File: src/rtl/pipe_skid_reg_pkg.sv
// Shared pipeline definitions: default payload width and the field layout
// of the widest payload carried through the skid stages.
package pipe_skid_reg_pkg;

  localparam int DATA_W_DEF = 32;
  localparam int CNT_W_DEF  = 16;

  localparam int PC_OFF         = 0;
  localparam int PC_W           = 32;
  localparam int INSTR_OFF      = 32;
  localparam int INSTR_W        = 32;
  localparam int IMM32_OFF      = 64;
  localparam int IMM32_W        = 32;
  localparam int DM_RD_OFF      = 96;
  localparam int DM_RD_W        = 32;
  localparam int ALU_RESULT_OFF = 128;
  localparam int ALU_RESULT_W   = 32;
  localparam int B_JUDGE_OFF    = 160;
  localparam int B_JUDGE_W      = 1;
  localparam int PAYLOAD_W      = B_JUDGE_OFF + B_JUDGE_W;

endpackage

File: src/rtl/pipe_skid_reg_sat_counter.sv
// Saturating event counter: +1 per enabled cycle, sticks at all-ones.
// Latency: count visible the edge after the event; no backpressure.
module sat_counter #(
  parameter int CNT_W = 16
) (
  input  logic             clk,
  input  logic             reset,
  input  logic             en,
  output logic [CNT_W-1:0] cnt
);

  localparam logic [CNT_W-1:0] CNT_MAX = '1;
  localparam logic [CNT_W-1:0] CNT_ONE = CNT_W'(1);

  always_ff @(posedge clk or negedge reset) begin
    if (!reset) begin
      cnt <= '0;
    end else if (en && (cnt != CNT_MAX)) begin
      cnt <= cnt + CNT_ONE;
    end
  end

endmodule

File: src/rtl/pipe_skid_reg.sv
// Two-entry skid register: registered valid/ready/data on both sides.
// Latency 1 cycle; in_ready drops only once the skid entry is occupied.
module pipe_skid_reg
  import pipe_skid_reg_pkg::*;
#(
  parameter int DATA_W = DATA_W_DEF,
  parameter int CNT_W  = CNT_W_DEF
) (
  input  logic              clk,
  input  logic              reset,
  input  logic              flush,
  input  logic              in_valid,
  output logic              in_ready,
  input  logic [DATA_W-1:0] in_data,
  output logic              out_valid,
  input  logic              out_ready,
  output logic [DATA_W-1:0] out_data,
  output logic [1:0]        count,
  output logic [CNT_W-1:0]  stall_cnt,
  output logic [CNT_W-1:0]  bubble_cnt
);

  logic              main_valid;
  logic              skid_valid;
  logic              in_ready_q;
  logic [DATA_W-1:0] main_data;
  logic [DATA_W-1:0] skid_data;
  logic              in_fire;
  logic              out_fire;

  assign in_fire  = in_valid & in_ready_q;
  assign out_fire = main_valid & out_ready;

  // in_ready_q mirrors !skid_valid as its own flop so in_ready has no logic ahead of it.
  always_ff @(posedge clk or negedge reset) begin
    if (!reset) begin
      main_valid <= 1'b0;
      skid_valid <= 1'b0;
      in_ready_q <= 1'b1;
      main_data  <= '0;
      skid_data  <= '0;
    end else if (flush) begin
      main_valid <= 1'b0;
      skid_valid <= 1'b0;
      in_ready_q <= 1'b1;
      main_data  <= '0;
      skid_data  <= '0;
    end else if (out_fire && skid_valid) begin
      main_data  <= skid_data;
      skid_valid <= 1'b0;
      in_ready_q <= 1'b1;
    end else if (in_fire && (!main_valid || out_fire)) begin
      main_data  <= in_data;
      main_valid <= 1'b1;
    end else if (in_fire) begin
      skid_data  <= in_data;
      skid_valid <= 1'b1;
      in_ready_q <= 1'b0;
    end else if (out_fire) begin
      main_valid <= 1'b0;
    end
  end

  assign in_ready  = in_ready_q;
  assign out_valid = main_valid;
  assign out_data  = main_data;
  assign count     = {1'b0, main_valid} + {1'b0, skid_valid};

  sat_counter #(.CNT_W(CNT_W)) u_stall_cnt (
    .clk   (clk),
    .reset (reset),
    .en    (main_valid & ~out_ready),
    .cnt   (stall_cnt)
  );

  sat_counter #(.CNT_W(CNT_W)) u_bubble_cnt (
    .clk   (clk),
    .reset (reset),
    .en    (~main_valid & out_ready),
    .cnt   (bubble_cnt)
  );

endmodule
File: config.mk
export PLATFORM = sky130hd
export DESIGN_NAME = pipe_skid_reg
export DESIGN_NICKNAME = d
export VERILOG_FILES = /design/src/rtl/pipe_skid_reg_pkg.sv /design/src/rtl/pipe_skid_reg_sat_counter.sv /design/src/rtl/pipe_skid_reg.sv
export SDC_FILE = /design/constraint.sdc
export NUM_CORES = 1
export LEC_CHECK = 0
export BUFFER_PORTS_ARGS = -buffer_cell sky130_fd_sc_hd__clkbuf_2
export CORE_MARGIN = 1.5
export CORE_UTILIZATION = 35
export CTS_CLUSTER_SIZE = 40
export DETAILED_ROUTE_END_ITERATION = 10
export GPL_ROUTABILITY_DRIVEN = 1
export SYNTH_ARGS = -nofsm -noshare
export SYNTH_HDL_FRONTEND = slang
export SYNTH_SLANG_ARGS = --single-unit
File: constraint.sdc
create_clock -name clk -period 4.5 [get_ports clk]
set_clock_uncertainty 0.2 [all_clocks]
set_input_delay 0.675 -clock clk [delete_from_list [all_inputs] [get_ports clk]]
set_output_delay 0.675 -clock clk [all_outputs]
set_load 0.02 [all_outputs]
# Word level (Yosys, flattened, before mapping)
# Index checks and enable logic that the tools add are counted.
[word_totals] ff_bits=99 wordCells=55
[classes] bitwise=6 n_mux=20 n_reduce_logical=13 add_sub_neg=3 n_eq_ne=6
[op_table] operator="$mux 32" count=7
[op_table] operator="$add 16x1->16 const B" count=2
[op_table] operator="$ne 16x16->1 const B" count=2
[op_table] operator="$mux 1" count=13
[op_table] operator="$reduce_bool 3->1" count=3
[op_table] operator="$reduce_and 3->1" count=2
[op_table] operator="$and 1x1->1" count=4
[op_table] operator="$logic_and 1x1->1" count=4
[op_table] operator="$ne 2x2->1 const B" count=2
[op_table] operator="$ne 3x2->1 const B" count=1
[op_table] operator="$ne 3x3->1 const B" count=1
[op_table] operator="$add 1x1->2" count=1
[op_table] operator="$not 1->1" count=2
[op_table] operator="$reduce_and 2->1" count=1
[op_table] operator="$reduce_bool 2->1" count=1
[op_table] operator="$logic_not 1->1" count=1
[op_table] operator="$logic_or 1x1->1" count=1

# Depth between registers and ports, before layout
# Gate-level depths: netlist (run 1).
[depth] depth_word=6 ltp_mapped=6

# Hierarchy
# A second synthesis (run 1) with hierarchy kept.
[hier_totals] hier_cells=410 hier_area_um2=4684.5
[by_module_without_submodules] module="pipe_skid_reg" instances=1 area_each_um2=2965.3 cells_per_inst=266
[by_module_without_submodules] module="sat_counter" instances=2 area_each_um2=859.6 cells_per_inst=72

# Worst setup path before layout (run 1)
# No wires, ideal clock.
[synth_path] path_kind="register -> register" from="register u_bubble_cnt.cnt[0]" to="register u_bubble_cnt.cnt[12]" slack_ps=2516 n_path_buf=1 synth_period_minus_slack_ps=1984 required_time_ps=4175 stages_incl_launch_ff=7 t_arrival_ps=1659 path_cell_list="dfrtp_1 -> ha_1 -> nand3_1 -> or2_0 -> buf_2 -> nor3_1 -> mux2_2"
[synth_via] elab_chain_cells=2
[synth_rtl] element="start: declaration" line="pipe_skid_reg_sat_counter.sv:9" rtl="output logic [CNT_W-1:0] cnt"
[synth_rtl] element="start signal: assignment" line="pipe_skid_reg_sat_counter.sv:19" rtl="cnt <= cnt + CNT_ONE;"
[synth_rtl] element="parallel branches: the longest is 2 deep, another holds $add 16x1->16"
# Several ways; the timed one is not identified.
# A chain may end at the register's enable or synchronous reset.

# Worst setup path in the final report (run 1)
[layout_path] from="input out_ready" to="register skid_data[21]"
[layout_via] elab_chain_cells=5
[layout_rtl] element="start: declaration" line="pipe_skid_reg.sv:16" rtl="input logic out_ready,"
[layout_rtl] element="$and 1x1->1 *" line="pipe_skid_reg.sv:32" rtl="assign out_fire = main_valid & out_ready;"
[layout_rtl] element="$logic_or 1x1->1" line="pipe_skid_reg.sv:52" rtl="end else if (in_fire && (!main_valid || out_fire)) begin"
[layout_rtl] element="$logic_and 1x1->1" line="pipe_skid_reg.sv:52"
[layout_rtl] element="$ne 2x2->1 (no line)"
[layout_rtl] element="$reduce_and 3->1 (no line) *"
[layout_rtl] element="end signal: assignment" line="pipe_skid_reg.sv:56" rtl="skid_data <= in_data;"
[layout_rtl] element="end: declaration" line="pipe_skid_reg.sv:27" rtl="logic [DATA_W-1:0] skid_data;"
# Every way passes the cells marked *; elsewhere a longest branch is shown, timed or not.

==> impl_metrics.csv, run 1 <==
group,metric,value,unit
power,power_density,418.9,nW/um^2
critical_path,r2r_end,"skid_data[21]",
synth,synth_area,4428,sq um
synth,synth-seq-cells,99,
sta,final-max-slew-violation-count,0,
sta,finalHoldViolCount,0,
routing,post_drt_wl_per_cell,14.22,microns
cells_and_area,nNetsFinal,577,
clock_tree,cts.sinks,99,
floorplanning,die_area,13340,sq um
sta,setup_violations,0,
synth,synth_area_leaders,"dfrtp_1 55%, nand2_1 6.7%, nand3b_1 5.4%",
job,drv_cap,0,
clock_tree,cts_hold_buf,0,
floorplanning,die_x,115.5,microns
critical_path,cp-start-kind,"input port",
global_route,track_usage,0.1591,
synth,netlist.area_leader.share,0.5538,
routing,drt_iter0_drc,192,
cells_and_area,layout-drive-gt1-share,0.2509,
critical_path,worst-path-max-fanout,66,
synth,syn_inst,443,
critical_path,reg2reg_slack,1.90,ns
synth,yosysSeqAreaShare,0.5598,
routing,via_count,3554,
routing,ant_nets,0,
global_route,gr-total-overflow,0,
placed_design,place_inst,694,
floorplanning,fp.dieH,115.5,microns
clock_tree,root_buffer,"clkbuf_16",
routing,first_pass_iters,5,
synth,yosys_warnings,0,
power,peakVddDrop,0.0003550,V
critical_path,critPathArrivalTime,2.58,ns
synth,syn_avg_cell_area,9.995,sq um
cells_and_area,nFillCells,1202,
clock_tree,tritoncts,"done",
placed_design,gp_congestion,0.7883,
synth,syn-num-nets,483,
critical_path,ff2ff_path_depth,4,
routing,drc,0,
sta,post-route-period-util,0.5801,
clock_tree,clk_latency,0.34,ns
cells_and_area,utilization,0.4418,
sta,tightest_slew,1.112,ns
global_route,grt_pass1_wl,16.56,mm
routing,drt_wl_total,10.09,mm
clock_tree,cts_setup_buffers,0,
synth,ys_types,37,
sta,max_freq,0.3831,GHz
critical_path,worstSetupPathType,"input port to register",
sta,rsz0062_at_grt,"false",
floorplanning,start_util,0.3641,
global_route,antenna_found_initial,0,
floorplanning,core_area,12160,sq um
cells_and_area,area_growth,21.33,%
critical_path,reg2reg_from,"out_valid",
critical_path,cp-end-kind,"register",
placed_design,hpwl,6.803,mm
power,power.leakage,2.497,nW
critical_path,crit_required,4.47,ns
cells_and_area,multi_input_area,1838,sq um
global_route,grt_max_degree,69,
clock_tree,clkTransAtPathRegs,0.06,ns
clock_tree,cts.path.max_buffers,2,
sta,min_period,2.610,ns
critical_path,crit_path_top_delay_cell,"nand3_2",
critical_path,cp_cell_sequence,"clkbuf_2, and2b_1, nand3_2, nand3b_1, o21ai_0",
placed_design,dpl_cell_area,5099,sq um
global_route,grt_pass1_vias,3454,
power,total_power,0.002251,W
cells_and_area,antennaDiodeCount,0,
sta,slew_headroom,0.2577,
routing,drt-vias-per-instance,5.006,
placed_design,portBuffers,104,
clock_tree,ctsResizeCount,0,
critical_path,slowest_delay,0.87,ns
hold_path,holdCritPathClass,"input port to asynchronous set/reset pin",
cells_and_area,regArea,2479,sq um
cells_and_area,fin_area,5373,sq um
cells_and_area,fin_cells,710,
status,run_status,"finished clean",
clock_tree,cts_max_level,3,
sta,finalSetupTns,0,ns
synth,synth_top_area_cell,"dfrtp_1",
clock_tree,cts_made_buffers,9,
floorplanning,rows,40,
floorplanning,ios,105,
## cell type report
type                       instances  share of cell area
clock buffer                      13             0.04658
clock inverter                     3            0.004425
inverter                           3            0.002096
multi-input combinational        315              0.3421
sequential                        99              0.4613
tap                              168             0.03912
timing repair buffer             109              0.1043
## metrics by stage
step	worst slack [ns]	hold slack [ns]
2_1_floorplan	2.516	0.1794
3_3_place_gp	1.604	0.2697
3_5_place_dp	1.531	0.2891
4_1_cts	1.899	0.2805
5_1_grt	1.586	0.3168
6_report	1.890	0.2439
## logic make-up (layout without fill, tap and decap cells)
kind of cell,Yosys count,in the layout,share of synthesized area
AOI/OAI and AO/OA,71,71,0.09409
xor gates and xnor gates,28,28,0.05538
adders and majority gates,3,3,0.008478
buffers and inverters,29,128,0.02882
DFF,99,99,0.5598
muxes,3,3,0.007629
and+or+nand+nor,210,210,0.2458
## worst max-delay path by stage
stage / cells past startpoint / to / startpoint
global route: 4 / skid_data[21] / out_valid
detailed placement: 7 / out_data[19] / flush
floorplan: 6 / u_bubble_cnt.cnt[12] / u_bubble_cnt.cnt[0]
global placement: 7 / out_data[10] / flush
finish: 5 / skid_data[21] / out_ready
CTS: 4 / skid_data[13] / out_valid
## worst max-delay path, delay by kind of cell
family | cells | cell delay [ns]
AND/OR/NAND/NOR | 3 | 1.58
buffers and inverters | 1 | 0.18
AO/OA/AOI/OAI | 1 | 0.13
## state kept, by name (all words and copies together) (netlist names)
register          count
skid_data            32
in_ready              1
u_stall_cnt.cnt      16
out_valid             1
u_bubble_cnt.cnt     16
skid_valid            1
out_data             32
## per-layer routing
metal | vias up | global-route usage | wire length (microns)
met5 | - | 0 | 0
met4 | 0 | 0.04362 | 102
met3 | 9 | 0.05178 | 664
met2 | 92 | 0.2600 | 4675
met1 | 1722 | 0.2039 | 4650
li1 | 1731 | - | -
## where the power goes
part | switching (W) | internal, W | total (W)
clock | 0.000319 | 0.000392 | 0.000710
combinational | 0.000280 | 0.000157 | 0.000436
sequential | 0.000116 | 0.000988 | 0.00110
total | 0.000714 | 0.00154 | 0.00225
## synth_stat cells
cell type   n
or4_1       1
nor2_1     39
xor2_1     18
or2_0       1
dfstp_2     1
and3_1      4
nand4_1    11
nand3_1    13
nor4_2      2
a31oi_2     1
nand4_2     1
mux2_2      2
a31oi_1    32
nor3b_1     1
mux2_1      1
o21ai_0    35
nand4_4     1
nand3b_1   32
xnor2_1    10
nor3_1     10
o21ai_4     1
and2b_1     1
a21oi_1     1
or2_2       1
nor4_1      8
buf_2      15
nor4b_1     1
clkbuf_1   11
dfrtp_1    98
nor4b_2     1
nand2_1    79
nand2b_4    1
and4_1      1
a21boi_0    1
inv_1       3
ha_1        3
nand2b_1    1
## placed cells by master, fill, tap and decap left out, types with 2 or more instances in the layout
cell,Yosys,final
clkinvlp_4,0,2
nor3_1,10,10
nor4_2,2,2
ha_1,3,3
xnor2_1,10,10
clkbuf_2,0,103
inv_1,3,3
buf_4,0,6
clkbuf_16,0,9
and3_1,4,4
xor2_1,18,18
dfrtp_1,98,98
nor2_1,39,38
mux2_2,2,2
nand4_1,11,11
nand2_1,79,79
a31oi_1,32,32
nor4_1,8,8
nand3_1,13,12
clkbuf_1,11,3
o21ai_0,35,35
nand3b_1,32,32
No activity file was read; power rests on OpenSTA's default activity.
==> run 2: changes to the inputs <==
- clock period: 4.5 -> 2.4 ns (I/O delays scaled with it)
==> run 2 against run 1 <==
Against the previous run:
- die area stayed put
- worst setup slack worse by 1.6 ns
- sequential power rose by 88%
- highest routed layer unchanged
- clock power is 110% higher
- final area grew 2.3%
- first-iteration DRC count down 2.6%
- combinational power is 90% higher
- register-to-register slack lost 1.6 ns
- largest power group unchanged
==> impl_metrics.csv, run 2 (same netlist as run 1, synthesis figures left out) <==
group,metric,value,unit
routing,first_pass_iters,4,
critical_path,critPathArrivalTime,2.11,ns
clock_tree,cts.sinks,99,
placed_design,portBuffers,104,
global_route,antenna_found_initial,0,
clock_tree,cts_setup_buffers,0,
sta,whs,0.06549,ns
floorplanning,start_util,0.3641,
floorplanning,ios,105,
cells_and_area,antennaDiodeCount,0,
power,p_seq_frac,0.471,
sta,tightest_slew,0.5208,ns
sta,min_period,2.081,ns
power,total_power,0.004401,W
critical_path,cp-end-kind,"register",
cells_and_area,nFillCells,1211,
floorplanning,die_x,115.5,microns
critical_path,worst-path-max-fanout,9,
critical_path,reg2reg_from,"u_stall_cnt.cnt[8]",
power,power.leakage,2.567,nW
clock_tree,clk_latency,0.34,ns
sta,post-route-period-util,0.8672,
routing,ant_nets,0,
hold_path,holdCritPathClass,"input port to register",
critical_path,crit_required,2.43,ns
cells_and_area,final_cell_mix,"103 x clkbuf_2, 98 x dfrtp_1, 79 x nand2_1",
sta,slew_headroom,0.6496,
cells_and_area,fin_cells,715,
routing,top_layer,"met4",
placed_design,hpwl,6.725,mm
power,peakVddDrop,0.0005614,V
critical_path,r2r_end,"u_stall_cnt.cnt[1]",
sta,rsz0062_at_grt,"false",
cells_and_area,nNetsFinal,583,
floorplanning,fp.dieH,115.5,microns
critical_path,ff2ff_path_depth,5,
job,drv_cap,0,
global_route,grt_pass1_wl,16.98,mm
clock_tree,cts.path.max_buffers,2,
routing,drt_wl_total,10.13,mm
routing,post_drt_wl_per_cell,14.17,microns
placed_design,place_inst,699,
sta,finalHoldViolCount,0,
power,p_switching,0.001355,W
sta,setup_violations,0,
critical_path,cp-start-kind,"register",
power,combPwrFrac,0.188,
clock_tree,cts_max_level,3,
power,intPower,0.003047,W
cells_and_area,final_common_cell,"clkbuf_2",
cells_and_area,area_growth,24.13,%
routing,routed-wl-met3,619,microns
hold_path,holdCritStartpoint,"in_data[1]",
cells_and_area,layout-drive-gt1-share,0.2614,
routing,dr_wl_met2,4.512,mm
critical_path,reg2reg_slack,0.32,ns
placed_design,dpl_cell_area,5174,sq um
hold_path,hold_path_depth,3,
routing,drt-vias-per-instance,4.979,
sta,max_freq,0.4805,GHz
critical_path,worstSetupPathType,"register to register",
global_route,gr-total-overflow,0,
status,run_status,"finished clean",
clock_tree,root_buffer,"clkbuf_16",
routing,drc,0,
routing,via_count,3560,
clock_tree,ctsResizeCount,0,
routing,met1Wirelength,4.836,mm
sta,final-max-slew-violation-count,0,
clock_tree,tritoncts,"done",
cells_and_area,multi_input_area,1838,sq um
cells_and_area,fin_area,5497,sq um
routing,drt_iter0_drc,187,
power,pwr-share-clk,0.341,
clock_tree,cts_made_buffers,9,
global_route,grt_max_degree,67,
global_route,track_usage,0.1617,
power,power_density,800.7,nW/um^2
floorplanning,rows,40,
sta,finalSetupTns,0,ns
floorplanning,core_area,12160,sq um
cells_and_area,regArea,2479,sq um
clock_tree,clkTransAtPathRegs,0.07,ns
hold_path,hold_end,"out_data[1]",
placed_design,gp_congestion,0.8706,
floorplanning,die_area,13340,sq um
global_route,grt_pass1_vias,3485,
power,switching_share,0.3078,
run 2: worst max path at each step:
stage                                end                start  slack (ns)  cells past startpoint
floorplan           u_bubble_cnt.cnt[12]  u_bubble_cnt.cnt[0]        0.42                      6
global placement     u_stall_cnt.cnt[12]            out_ready        0.45                      5
detailed placement    u_stall_cnt.cnt[1]   u_stall_cnt.cnt[8]        0.36                      5
CTS                   u_stall_cnt.cnt[1]   u_stall_cnt.cnt[8]        0.33                      5
global route          u_stall_cnt.cnt[1]   u_stall_cnt.cnt[8]        0.12                      5
finish                u_stall_cnt.cnt[1]   u_stall_cnt.cnt[8]        0.32                      5
run 2: timing repair:
action	CTS	global route
endpoints found under the hold margin	30	0
setup endpoints to repair	0	0
hold buffers	1	0
run 2: through the flow:
| stage | setup slack (ns) | utilization |
|---|---|---|
| 3_5_place_dp | 0.3600 | 0.4254 |
| 2_1_floorplan | 0.4159 | - |
| 4_1_cts | 0.3315 | 0.4520 |
| 6_report | 0.3188 | 0.4520 |
| 5_1_grt | 0.1229 | 0.4520 |
| 3_3_place_gp | 0.4511 | 0.4254 |
run 2: area by class of cell:
type,instances,share of cell area
clock buffer,12,0.04849
clock inverter,3,0.008422
inverter,3,0.002049
multi-input combinational,315,0.3344
sequential,99,0.4509
tap,168,0.03824
timing repair buffer,115,0.1175
run 2: power groups by stage:
stage | Clock, W | Combinational, W | Sequential [W]
floorplan | 0 | 0.000310 | 0.00227
global placement | 0 | 0.000833 | 0.00208
detailed placement | 0 | 0.000838 | 0.00210
CTS | 0.00154 | 0.000842 | 0.00207
global route | 0.00161 | 0.000920 | 0.00211
finish | 0.00150 | 0.000829 | 0.00207
run 2: per-layer routing:
layer	global-route usage	vias to the layer above
li1	-	1740
met1	0.2199	1698
met2	0.2533	106
met3	0.03609	16
met4	0.06255	0
met5	0	-
run 2: critical path: stages (launching register included):
cell and delay (ns):
dfrtp_1 0.45, nand4_1 0.17, nor4_1 0.53, buf_4 0.26, nor2_1 0.08, mux2_2 0.28
==> run 3: changes to the inputs <==
- CORE_UTILIZATION: 35 -> 53
- PLACE_DENSITY: default -> 0.79
- clock period: 2.4 -> 2.3 ns (I/O delays scaled with it)
==> run 3 against run 2 <==
Against the previous run:
- non-clock buffer count fell by 2
- sequential cell count did not move
- power fell by 2.1%
- sequential power rose by 4%
- global-route usage rose by 5.9 points
- count of clock-buffer cells in the layout fell by 3
- critical path type unchanged
- largest power group unchanged
- highest routed layer unchanged
==> impl_metrics.csv, run 3 (same netlist as run 1, synthesis figures left out) <==
group,metric,value,unit
power,total_power,0.004308,W
floorplanning,start_util,0.5444,
sta,rsz0062_at_grt,"false",
sta,finalHoldViolCount,0,
global_route,grt_pass1_vias,3376,
critical_path,critPathLaunch,"u_bubble_cnt.cnt[0]",
critical_path,reg2reg_from,"u_bubble_cnt.cnt[0]",
placed_design,portBuffers,104,
sta,final-max-slew-violation-count,0,
job,drv_cap,0,
sta,max_freq,0.4876,GHz
clock_tree,root_buffer,"clkbuf_8",
critical_path,crit_required,2.34,ns
sta,finalSetupTns,0,ns
cells_and_area,final_cell_mix,"103 x clkbuf_2, 98 x dfrtp_1, 79 x nand2_1",
cells_and_area,layout-drive-gt1-share,0.2601,
floorplanning,die_x,94.41,microns
routing,via_count,3595,
floorplanning,die_area,8912,sq um
power,peakVddDrop,0.0005990,V
critical_path,slowest_delay,0.41,ns
floorplanning,fp.dieH,94.41,microns
power,power_density,808.3,nW/um^2
critical_path,crit_path_top_delay_cell,"dfrtp_1",
global_route,grt_max_degree,100,
routing,drt_iter0_drc,196,
routing,drc,0,
sta,tightest_slew,0.5147,ns
hold_path,holdCritStartpoint,"in_data[23]",
floorplanning,ios,105,
clock_tree,cts_max_level,3,
sta,setup_violations,0,
critical_path,critPathArrivalTime,2.09,ns
cells_and_area,nNetsFinal,581,
cells_and_area,fin_area,5330,sq um
global_route,track_usage,0.2208,
critical_path,worst-path-max-fanout,7,
sta,post-route-period-util,0.8916,
critical_path,cp_cell_sequence,"ha_1, nand3_1, or2_0, nor3_1, mux2_2",
placed_design,dpl_cell_area,5080,sq um
critical_path,cp-start-kind,"register",
routing,drt_wl_total,9.357,mm
routing,ant_nets,0,
hold_path,holdCritPathClass,"input port to register",
routing,post_drt_wl_per_cell,14.37,microns
critical_path,worstSetupPathType,"register to register",
critical_path,cp-end-kind,"register",
global_route,antenna_found_initial,0,
cells_and_area,area_growth,20.37,%
sta,whs,0.03286,ns
clock_tree,cts_made_buffers,9,
status,run_status,"finished clean",
sta,min_period,2.051,ns
routing,first_pass_iters,4,
clock_tree,clk_latency,0.35,ns
cells_and_area,final_common_cell,"clkbuf_2",
placed_design,gp_congestion,0.9215,
floorplanning,core_area,8134,sq um
placed_design,hpwl,6.211,mm
global_route,grt_pass1_wl,15.57,mm
clock_tree,cts.path.max_buffers,2,
global_route,gr-total-overflow,0,
sta,slew_headroom,0.6569,
power,power.leakage,2.525,nW
clock_tree,tritoncts,"done",
clock_tree,cts.sinks,99,
routing,drt-vias-per-instance,5.522,
floorplanning,rows,33,
cells_and_area,antennaDiodeCount,0,
clock_tree,clkTransAtPathRegs,0.09,ns
## run 3: changes by cell type in the layout (fill, tap and decap cells not counted), sizes merged
cell	change
clkinv	+2
buf	-2
bufinv	+2
clkbuf	-3
## run 3: routing by layer
layer | track usage | share of wire | up-vias
li1 | - | - | 1737
met1 | 0.2988 | 0.46 | 1730
met2 | 0.3585 | 0.47 | 117
met3 | 0.04348 | 0.058 | 11
met4 | 0.07214 | 0.0093 | 0
met5 | 0 | 0 | -
## run 3: repair_timing
| item | CTS | global route |
|---|---|---|
| hold endpoints to repair | 98 | 0 |
| buffers inserted | 0 | 0 |
| gates resized for setup | 0 | 0 |
| hold buffers | 1 | 0 |
## run 3: stage by stage
stage | cells | worst slack (ns) | util
after floorplan | 443 | 0.3159 | -
after global placement | 634 | 0.4009 | 0.6245
after detailed placement | 634 | 0.2654 | 0.6245
after CTS | 651 | 0.2593 | 0.6553
after global routing | 651 | 0.1391 | 0.6553
final | 651 | 0.2493 | 0.6553
## run 3: final cells by class
| cell class | count | area, sq um |
|---|---|---|
| Timing Repair Buffer | 113 | 630.6 |
| Sequential cell | 99 | 2479 |
| Multi-Input combinational cell | 315 | 1838 |
| Clock inverter | 7 | 116.4 |
| Fill cell | 662 | 2804 |
| Tap cell | 105 | 131.4 |
| Inverter | 3 | 11.26 |
| Clock buffer | 9 | 123.9 |
## run 3: path summary, 6_finish.rpt
path,slack (ns),end,cells after the start
max,0.25,u_bubble_cnt.cnt[12],5
min,0.03,skid_data[23],3
max reg2reg,0.25,u_bubble_cnt.cnt[12],5
min reg2reg,0.30,in_ready,2
max in group asynchronous,1.12,in_ready,3
min in group asynchronous,0.36,out_data[10],3
## run 3: report_power, final
group          internal (W)  leakage [nW]  switching (W)
logic              0.000315          1.11       0.000549
registers           0.00193          1.29       0.000227
clock network      0.000720         0.119       0.000566
## run 3: critical path, delay by kind of cell, from the launching register on
family                     cells  cell delay [ns]
muxes                          1             0.37
and+or+nand+nor                3             0.77
DFF                            1             0.41
adders and majority gates      1             0.19
